[config.mk]
export PLATFORM = sky130hd
export DESIGN_NAME = input_debounce
export DESIGN_NICKNAME = d
export VERILOG_FILES = /design/src/rtl/input_debounce.sv
export SDC_FILE = /design/constraint.sdc
export NUM_CORES = 1
export LEC_CHECK = 0
export CAP_MARGIN = 20
export CORE_AREA = 2 2 39 41
export DETAILED_ROUTE_END_ITERATION = 16
export DIE_AREA = 0 0 41 43
export GPL_ROUTABILITY_DRIVEN = 0
export PLACE_DENSITY = 0.52
export RECOVER_POWER = 50
export SLEW_MARGIN = 25
export SYNTH_ARGS = -nofsm -noshare
export SYNTH_HDL_FRONTEND = slang
export SYNTH_SLANG_ARGS = --single-unit
[constraint.sdc]
create_clock -name clk -period 1.15 [get_ports clk]
set_input_delay 0.23 -clock clk [delete_from_list [all_inputs] [get_ports clk]]
set_output_delay 0.23 -clock clk [all_outputs]
set_load 0.05 [all_outputs]
[src/rtl/input_debounce.sv]
`timescale 1ns/1ps
`default_nettype none
// +--------------------------------------------------------------------------+
// | Module   : input_debounce                                                |
// | Purpose  : Synchronizes a raw asynchronous level into the clk domain and |
// |            debounces it. The clean output level only changes after the   |
// |            synchronized input has disagreed with it for DEBOUNCE_CYCLES  |
// |            consecutive samples. Drives the downstream edge-detect stage. |
// |                                                                          |
// | Parameters:                                                              |
// |   SYNC_STAGES     synchronizer depth (>= 2)                              |
// |   DEBOUNCE_CYCLES mismatching samples needed to flip out (>= 1)          |
// |   RESET_VALUE     reset level of the synchronizer chain and of out       |
// |                                                                          |
// | Ports:                                                                   |
// |   clk          in   1  sole clock, rising edge                           |
// |   rst_n        in   1  asynchronous active-low reset                     |
// |   in           in   1  raw asynchronous level                            |
// |   out          out  1  debounced level (flop output)                     |
// |   busy         out  1  high while a candidate transition is confirmed    |
// |   glitch_clr   in   1  clear glitch_count (optional)                     |
// |   glitch_count out  8  saturating count of aborted candidates (optional) |
// |                                                                          |
// | Optional feature macro: INPUT_DEBOUNCE_GLITCH_CNT_EN                     |
// |   When defined, adds glitch_clr / glitch_count and the abort counter.    |
// |                                                                          |
// | Revision : 1.0  initial release                                          |
// +--------------------------------------------------------------------------+
module input_debounce #(
  parameter int   SYNC_STAGES     = 2,
  parameter int   DEBOUNCE_CYCLES = 16,
  parameter logic RESET_VALUE     = 1'b0
) (
  input  logic       clk,
  input  logic       rst_n,
  input  logic       in,
`ifdef INPUT_DEBOUNCE_GLITCH_CNT_EN
  input  logic       glitch_clr,
  output logic [7:0] glitch_count,
`endif
  output logic       out,
  output logic       busy
);

  localparam int                CNT_W    = $clog2(DEBOUNCE_CYCLES + 1);
  localparam logic [CNT_W-1:0]  CNT_ONE  = CNT_W'(1);
  // Count value at which the current mismatching sample is the last one needed.
  localparam logic [CNT_W-1:0]  CNT_LAST = CNT_W'(DEBOUNCE_CYCLES - 1);

  typedef enum logic [0:0] {
    ST_STABLE  = 1'b0,
    ST_CONFIRM = 1'b1
  } state_t;

  logic [SYNC_STAGES-1:0] sync_q, sync_d;
  logic [CNT_W-1:0]       cnt_q, cnt_d;
  state_t                 state_q, state_d;
  logic                   out_q, out_d;
  logic                   busy_q, busy_d;
  logic                   in_s;

  // Synchronized input: last stage of the chain. Nothing else looks at in.
  assign in_s = sync_q[SYNC_STAGES-1];

  always_comb begin
    sync_d  = {sync_q[SYNC_STAGES-2:0], in};
    state_d = state_q;
    cnt_d   = cnt_q;
    out_d   = out_q;

    case (state_q)
      ST_STABLE: begin
        cnt_d = '0;
        if (in_s != out_q) begin
          // A window of one sample needs no confirmation phase at all.
          if (DEBOUNCE_CYCLES == 1) begin
            out_d = in_s;
          end else begin
            state_d = ST_CONFIRM;
            cnt_d   = CNT_ONE;
          end
        end
      end
      ST_CONFIRM: begin
        if (in_s == out_q) begin
          // Bounce: the candidate is dropped, out keeps its level.
          state_d = ST_STABLE;
          cnt_d   = '0;
        end else if (cnt_q == CNT_LAST) begin
          out_d   = in_s;
          state_d = ST_STABLE;
          cnt_d   = '0;
        end else begin
          cnt_d = cnt_q + CNT_ONE;
        end
      end
      default: begin
        state_d = ST_STABLE;
        cnt_d   = '0;
      end
    endcase

    // busy is registered alongside the state so it tracks CONFIRM exactly.
    busy_d = (state_d == ST_CONFIRM);
  end

  always_ff @(posedge clk or negedge rst_n) begin
    if (!rst_n) begin
      sync_q  <= {SYNC_STAGES{RESET_VALUE}};
      cnt_q   <= '0;
      state_q <= ST_STABLE;
      out_q   <= RESET_VALUE;
      busy_q  <= 1'b0;
    end else begin
      sync_q  <= sync_d;
      cnt_q   <= cnt_d;
      state_q <= state_d;
      out_q   <= out_d;
      busy_q  <= busy_d;
    end
  end

  assign out  = out_q;
  assign busy = busy_q;

`ifdef INPUT_DEBOUNCE_GLITCH_CNT_EN
  logic [7:0] glitch_count_q, glitch_count_d;
  logic       glitch_abort;

  // An abort is a CONFIRM cycle in which the input has fallen back to out.
  assign glitch_abort = (state_q == ST_CONFIRM) && (in_s == out_q);

  always_comb begin
    glitch_count_d = glitch_count_q;
    // Clear takes priority over a coincident abort.
    if (glitch_clr) begin
      glitch_count_d = 8'd0;
    end else if (glitch_abort && (glitch_count_q != 8'hFF)) begin
      glitch_count_d = glitch_count_q + 8'd1;
    end
  end

  always_ff @(posedge clk or negedge rst_n) begin
    if (!rst_n) begin
      glitch_count_q <= 8'd0;
    end else begin
      glitch_count_q <= glitch_count_d;
    end
  end

  assign glitch_count = glitch_count_q;
`else
  // Glitch counter not built in this configuration.
`endif

endmodule
`default_nettype wire

# Word-level counts from Yosys, hierarchy flattened
# Cells that the tools add are included.
[word_totals]
wordCells = 19
inputBits = 3
reg_bits = 9
[op_classes]
bitwise = 2
addsub = 1
muxes = 8
n_eq_ne = 3
n_reduce_logical = 1
[op_table]
columns = ["cell", "n"]
rows = [
  ["two-way mux 5 bit", 2],
  ["one-hot mux 5 bit (2 select lines)", 1],
  ["adder 5 x 1 -> 5 bit, second input constant", 1],
  ["equality test 5 x 4 -> 1 bit, second input constant", 1],
  ["two-way mux 1 bit", 4],
  ["AND reduction 3 bit", 1],
  ["NOT 1 bit", 2],
  ["one-hot mux 1 bit (2 select lines)", 1],
  ["equality test 1 bit", 1],
  ["!= test 1 bit", 1],
]

# Depth between registers and ports, before layout
# Gate-level depths: netlist of the first run.
[depth]
ltp_word = 4
depth_mapped = 4

# Worst setup path before layout of the first run
# No wires, ideal clock.
[synth_path]
path_kind = "register -> register"
startpoint = "register cnt_q[0]"
endpoint = "register out_q (netlist: out)"
arrival_time_ns = 1.156
setup_slack_ns = -0.131
path_buffers = 0
stages_incl_launch_ff = 5
setup_time_ns = 0.125
required_time_ns = 1.025
synth_period_minus_slack_ns = 1.281
path_cell_list = "dfrtp_1 > ha_1 > and4b_4 > nand2_2 > mux2_4"
[synth_via]
elab_chain_len = 2
[synth_lines]
columns = ["element", "line_no", "source"]
rows = [
  ["start: declaration", "56", "logic [CNT_W-1:0] cnt_q, cnt_d;"],
  ["start signal: assignment", "116", "cnt_q <= cnt_d;"],
  ["equality test 5 x 4 -> 1 bit", "89", "end else if (cnt_q == CNT_LAST) begin"],
  ["AND reduction 3 bit (no source line)", "--", ""],
  ["end signal: assignment", "118", "out_q <= out_d;"],
  ["end: declaration", "58", "logic out_q, out_d;"],
]
# Every way passes these cells.
# A chain may end at the register's enable or synchronous reset.

# Final worst setup path of the first run
# Ends and elaborated chain as after synthesis.

==> impl_metrics.py, run 1 <==
metrics = {
    "routing": {
        "ant_nets": 0,
        "firstDrtPassIters": 1,
        "drt_iter0_markers": 0,
        "post_drt_wl_per_cell_um": 10.8,
        "routed_wl_um": 629,
        "drc_errors": 0,
        "vias": 246,
        "drt-vias-per-instance": 4.24,
    },
    "global_route": {
        "grt_pass1_vias": 283,
        "grt_usage_pct": 9.59,
        "gr-total-overflow": 0,
        "grt_pass1_wl_um": 1120,
        "antenna_found_initial": 0,
        "grt_max_degree": 10,
    },
    "floorplanning": {
        "start_util_pct": 25.7,
        "die_h_um": 43,
        "ios": 5,
        "rows": 14,
        "die_area_um2": 1760,
        "coreArea_um2": 1380,
        "die_w_um": 41,
    },
    "finish": {
        "final_cell_mix": "dfrtp_1, buf_4, clkbuf_4",
        "seq_area_um2": 226,
        "utilization_pct": 39.2,
        "multiInputGateArea_um2": 156,
        "final_common_cell": "dfrtp_1",
        "nets": 47,
        "diodes": 0,
        "area_delta_synth_final_pct": 52.5,
        "drive_above_1_share_pct": 50.0,
        "fillers": 138,
        "finalNonFillerCells": 58,
    },
    "cts": {
        "cts.htree.levels": 1,
        "cts_inserted_buffers": 3,
        "cts-root-buf": "clkbuf_4",
        "clockBufferDepth": 2,
        "clk_latency_ns": 0.25,
        "cts_tree": "yes",
        "cts_hold_buf": 0,
        "clk_pin_slew_worst_paths_ns": 0.06,
        "numClockSinks": 9,
    },
    "setup_path": {
        "reg2reg_from": "cnt_q[0]",
        "crit-reg2reg-capture": "out",
        "worst-r2r-cell-count": 4,
        "cp-end-kind": "register",
        "cp_slowest_stage_delay_ns": 0.35,
        "cp_num_buf_inv": 0,
        "critPathMaxFanout": 3,
        "setup.worst_path.class": "register to register",
        "cp.arrival_ns": 1.39,
        "path_delay_family": "flip-flops",
        "path_cells": "ha_2 -> and4b_4 -> nand2_4 -> mux2_4",
        "critPathRequiredTime_ns": 1.28,
        "r2r_slack_ns": -0.11,
        "worst_path_max_delay_cell": "dfrtp_1",
        "cp_num_cells": 4,
        "startpoint_type": "register",
    },
    "timing": {
        "holdWs_ns": 0.340,
        "setup_violations": 4,
        "min_period_ns": 1.26,
        "setup_tns_ns": -0.211,
        "worstMarginPinSlew_ns": 0.392,
        "relSlewSlack_pct": 73.8,
        "rsz0062_at_grt": "yes",
        "period_share_pct": 110,
        "max_freq_ghz": 0.793,
        "hold_violations": 0,
        "timing.final.max_slew_violations": 0,
        "fin_skew_ns": 0.00309,
        "fin_ws_ns": -0.110,
    },
    "synth": {
        "synth_area_leaders": "dfrtp_1, xor2_1, mux2_4",
        "synthesis.nets": 31,
        "avgSynthCellArea_um2": 13.2,
        "synth_top_cell_area_share_pct": 63.4,
        "synth_warnings": 0,
        "synth_top_area_cell": "dfrtp_1",
        "ys_ff_latch": 9,
        "synthCells": 27,
        "synth_cell_type_count": 15,
        "yosysSeqAreaShare_pct": 63.4,
        "synth_area_um2": 355,
    },
    "run": {
        "cap_viol_max_count": 0,
    },
    "power": {
        "p_leak_nw": 0.251,
        "ir_worst_vdd_mv": 0.492,
        "powerDensity_nw_per_um2": 1140,
    },
    "place": {
        "dp_cells": 53,
        "dp_slack_ns": -0.109,
        "dp_hpwl_um": 483,
        "port_buffers": 4,
    },
    "run_status": {
        "status": "finished with violations",
        "violations": "negative setup slack",
    },
    "hold_path": {
        "hold_path_class": "input pin to async pin",
    },
}
## metrics by stage
step           area, um^2  power (mW)
6_report              542       0.615
5_1_grt               542       0.647
4_1_cts               512       0.618
3_5_place_dp          483       0.388
3_3_place_gp          483       0.387
2_1_floorplan         358       0.358
## cell type report
cell class                 instances  area share (%)
sequential                         9            41.8
multi-input combinational         18            28.9
tap                               16            3.70
timing repair buffer              11            20.8
clock buffer                       4            4.85
## kinds of logic after synthesis
family                   share of synthesized area [%]
multiplexers                                      4.22
XOR/XNOR                                          7.40
flip-flops                                        63.4
AND/OR/NAND/NOR                                   20.1
AO/OA/AOI/OAI                                     1.41
adder cells (fa/ha/maj)                           3.52
## metal layers
| layer | GRT usage (%) | part of all wire, % | up-vias |
|---|---|---|---|
| li1 | - | - | 118 |
| met1 | 10.5 | 37 | 124 |
| met2 | 15.9 | 61 | 4 |
| met3 | 1.57 | 2.2 | 0 |
| met4 | 6.00 | 0 | 0 |
| met5 | 0 | 0 | - |
## synth_stat cells, drive strengths merged
| library cell | count |
|---|---|
| nor3b | 1 |
| and4b | 1 |
| and2 | 2 |
| dfrtp | 9 |
| nor3 | 1 |
| o21ai | 1 |
| xnor2 | 1 |
| ha | 1 |
| nand2 | 3 |
| nor2 | 2 |
| xor2 | 2 |
| mux2 | 1 |
| nand3 | 2 |
## how the worst max path moves through the flow
| stage | startpoint | to | slack [ns] |
|---|---|---|---|
| 2_1_floorplan | cnt_q[0] | out | -0.12 |
| 3_3_place_gp | cnt_q[1] | out | -0.1 |
| 3_5_place_dp | cnt_q[1] | out | -0.11 |
| 4_1_cts | cnt_q[0] | out | -0.12 |
| 5_1_grt | cnt_q[1] | out | -0.16 |
| 6_report | cnt_q[0] | out | -0.11 |
## report_power, final
group | switching [mW] | internal, mW | leakage, nW
clock network | 0.0940 | 0.133 | 0.0150
registers | 0.00909 | 0.327 | 0.116
logic | 0.0234 | 0.0290 | 0.120
## flip-flops by register name (all words and copies together), names as in the netlist
signal,flops
busy,1
sync_q,2
cnt_q,5
out,1
## timing repair
action / in CTS / in global routing
endpoints found under the setup margin: 5 / 7
buffers inserted: 0 / 2
pin swaps: 1 / 1
gates resized for setup: 2 / 4
Power figures use the tool's default switching activity.
==> run 2: changes to the inputs <==
--- a/config.mk
+++ b/config.mk
@@ -7,6 +7,8 @@
 export LEC_CHECK = 0
 export CAP_MARGIN = 20
 export CORE_AREA = 2 2 39 41
+export CTS_BUF_LIST = sky130_fd_sc_hd__clkbuf_8
+export CTS_CLUSTER_DIAMETER = 40
 export DETAILED_ROUTE_END_ITERATION = 16
 export DIE_AREA = 0 0 41 43
 export GPL_ROUTABILITY_DRIVEN = 0
@@ -16,3 +18,4 @@
 export SYNTH_ARGS = -nofsm -noshare
 export SYNTH_HDL_FRONTEND = slang
 export SYNTH_SLANG_ARGS = --single-unit
+export TNS_END_PERCENT = 30
==> run 2 against run 1 <==
Against the previous run:
- the run still ends with negative setup slack left
- first-iteration DRC count is 2 higher
- global-route usage is 0.83 points higher
- count of clock-buffer cells in the layout is 1 lower
- die area stayed put
- via count is 5.7% higher
- sequential power hardly changed
- critical path depth stayed put
- worst hold slack better by 0.014 ns
- final cell count is 1.7% higher
- design area is 4.8% higher
==> impl_metrics.py, run 2 (synthesis results as in run 1) <==
metrics = {
    "finish": {
        "nets": 48,
        "largest_reg_flops": 5,
        "diodes": 0,
        "drive_above_1_share_pct": 48.8,
        "fin_area_um2": 568,
        "reg_top3": "cnt_q: 5 flops, sync_q: 2 flops",
        "final_common_cell": "dfrtp_1",
        "final_cell_mix": "dfrtp_1, buf_4, clkbuf_8",
        "fillers": 131,
        "largest_register": "cnt_q",
        "area_delta_synth_final_pct": 59.9,
        "finalNonFillerCells": 59,
    },
    "floorplanning": {
        "rows": 14,
        "start_util_pct": 25.7,
        "die_area_um2": 1760,
        "die_w_um": 41,
        "coreArea_um2": 1380,
        "die_h_um": 43,
        "ios": 5,
    },
    "timing": {
        "setup_violations": 4,
        "max_freq_ghz": 0.792,
        "worstMarginPinSlew_ns": 0.380,
        "relSlewSlack_pct": 74.6,
        "rsz0062_at_grt": "yes",
        "timing.final.max_slew_violations": 0,
        "period_share_pct": 110,
        "fin_ws_ns": -0.113,
        "hold_violations": 0,
        "min_period_ns": 1.26,
        "fin_skew_ns": 0.00245,
    },
    "power": {
        "p_leak_nw": 0.262,
        "power_frac_comb_pct": 7.0,
        "power.internal_mw": 0.588,
        "powerDensity_nw_per_um2": 1300,
        "swShare_pct": 20.3,
        "p_seq_share_pct": 45.7,
        "power.switching_mw": 0.149,
        "ir_worst_vdd_mv": 0.782,
        "clockPowerShare_pct": 47.3,
    },
    "run": {
        "cap_viol_max_count": 0,
    },
    "run_status": {
        "status": "finished with violations",
        "violations": "negative setup slack",
    },
    "setup_path": {
        "setup.worst_path.class": "register to register",
        "startpoint_type": "register",
        "critPathRequiredTime_ns": 1.26,
        "cp-end-kind": "register",
        "critPathMaxFanout": 3,
        "cp.arrival_ns": 1.38,
    },
    "global_route": {
        "grt_usage_pct": 10.4,
        "grt_pass1_wl_um": 1130,
        "met2_usage_pct": 15.0,
        "grt_max_degree": 10,
        "busiest_layer": "met2",
        "met1_usage_pct": 10.2,
        "met3_usage_pct": 3.66,
        "grt_pass1_vias": 299,
        "antenna_found_initial": 0,
        "gr-total-overflow": 0,
    },
    "routing": {
        "drt-vias-per-instance": 4.41,
        "ant_nets": 0,
        "routed_wl_um": 691,
        "drc_errors": 0,
        "firstDrtPassIters": 4,
        "drt_iter0_markers": 2,
        "post_drt_wl_per_cell_um": 11.7,
        "vias": 260,
    },
    "cts": {
        "cts_inserted_buffers": 3,
        "cts_hold_buf": 0,
        "clk_latency_ns": 0.23,
        "clockBufferDepth": 2,
        "numClockSinks": 9,
        "cts_tree": "yes",
        "clk_pin_slew_worst_paths_ns": 0.04,
        "cts-root-buf": "clkbuf_8",
        "cts.htree.levels": 1,
    },
    "hold_path": {
        "hold_path_class": "input pin to async pin",
    },
    "place": {
        "port_buffers": 4,
        "dp_hpwl_um": 483,
        "dp_cells": 53,
        "dpl-instance-area_um2": 483,
    },
}
==> run 2: cell count changes in the layout (fill, tap and decap cells not counted), sizes merged <==
cell / before / now
buf: 9 / 10
inv: 0 / 1
clkbuf: 4 / 3
==> run 2: final timing paths <==
kind / startpoint / to / slack [ns] / depth (start not counted)
max: cnt_q[0] / out / -0.11 / 4
max in group asynchronous: rst_n / cnt_q[0] / 0.52 / 1
max reg2reg: cnt_q[0] / out / -0.11 / 4
min reg2reg: sync_q[0] / sync_q[1] / 0.38 / 0
min in group clk: sync_q[0] / sync_q[1] / 0.38 / 0
min: rst_n / sync_q[1] / 0.35 / 1
==> run 2: what timing repair did <==
action	in CTS	in global routing
setup buffers	0	2
setup endpoints to repair	4	7
pin swaps	1	2
resized for setup	2	3
==> run 2: final cells by class <==
cell class	instances	area, um^2	area share, %
timing repair buffer	12	128	22.5
sequential	9	225	39.6
multi-input combinational	18	150	26.4
tap	16	20.0	3.52
clock buffer	3	41.3	7.27
clock inverter	1	3.75	0.661
==> run 2: metal layers <==
metal / wire length, um / up-vias / share of wire [%]
li1: - / 120 / -
met1: 262 / 125 / 38
met2: 373 / 11 / 54
met3: 30 / 4 / 4.3
met4: 25 / 0 / 3.6
met5: 0 / - / 0
==> run 2: stage by stage <==
| stage | setup slack (ns) | utilization, % | hold slack, ns | power (mW) | setup TNS (ns) |
|---|---|---|---|---|---|
| after floorplan | -0.115 | - | -0.0656 | 0.358 | -0.329 |
| after global placement | -0.0979 | 34.9 | 0.343 | 0.387 | -0.0979 |
| after detailed placement | -0.109 | 34.9 | 0.339 | 0.388 | -0.139 |
| after CTS | -0.115 | 38.9 | 0.296 | 0.744 | -0.115 |
| after global routing | -0.160 | 41.0 | 0.382 | 0.769 | -0.533 |
| final | -0.113 | 41.0 | 0.354 | 0.737 | -0.310 |
==> run 2: critical path, cell delays in order, from the launching register on <==
cell,delay [ns]
dfrtp_1,0.35
ha_2,0.18
and4b_4,0.25
nand2_2,0.07
mux2_4,0.30
==> run 2: power by group through the flow <==
stage / combinational, mW / sequential, mW / clock (mW)
floorplan: 0.0128 / 0.345 / 0
global placement: 0.0477 / 0.340 / 0
detailed placement: 0.0476 / 0.340 / 0
CTS: 0.0489 / 0.336 / 0.359
global route: 0.0576 / 0.338 / 0.373
finish: 0.0515 / 0.337 / 0.349
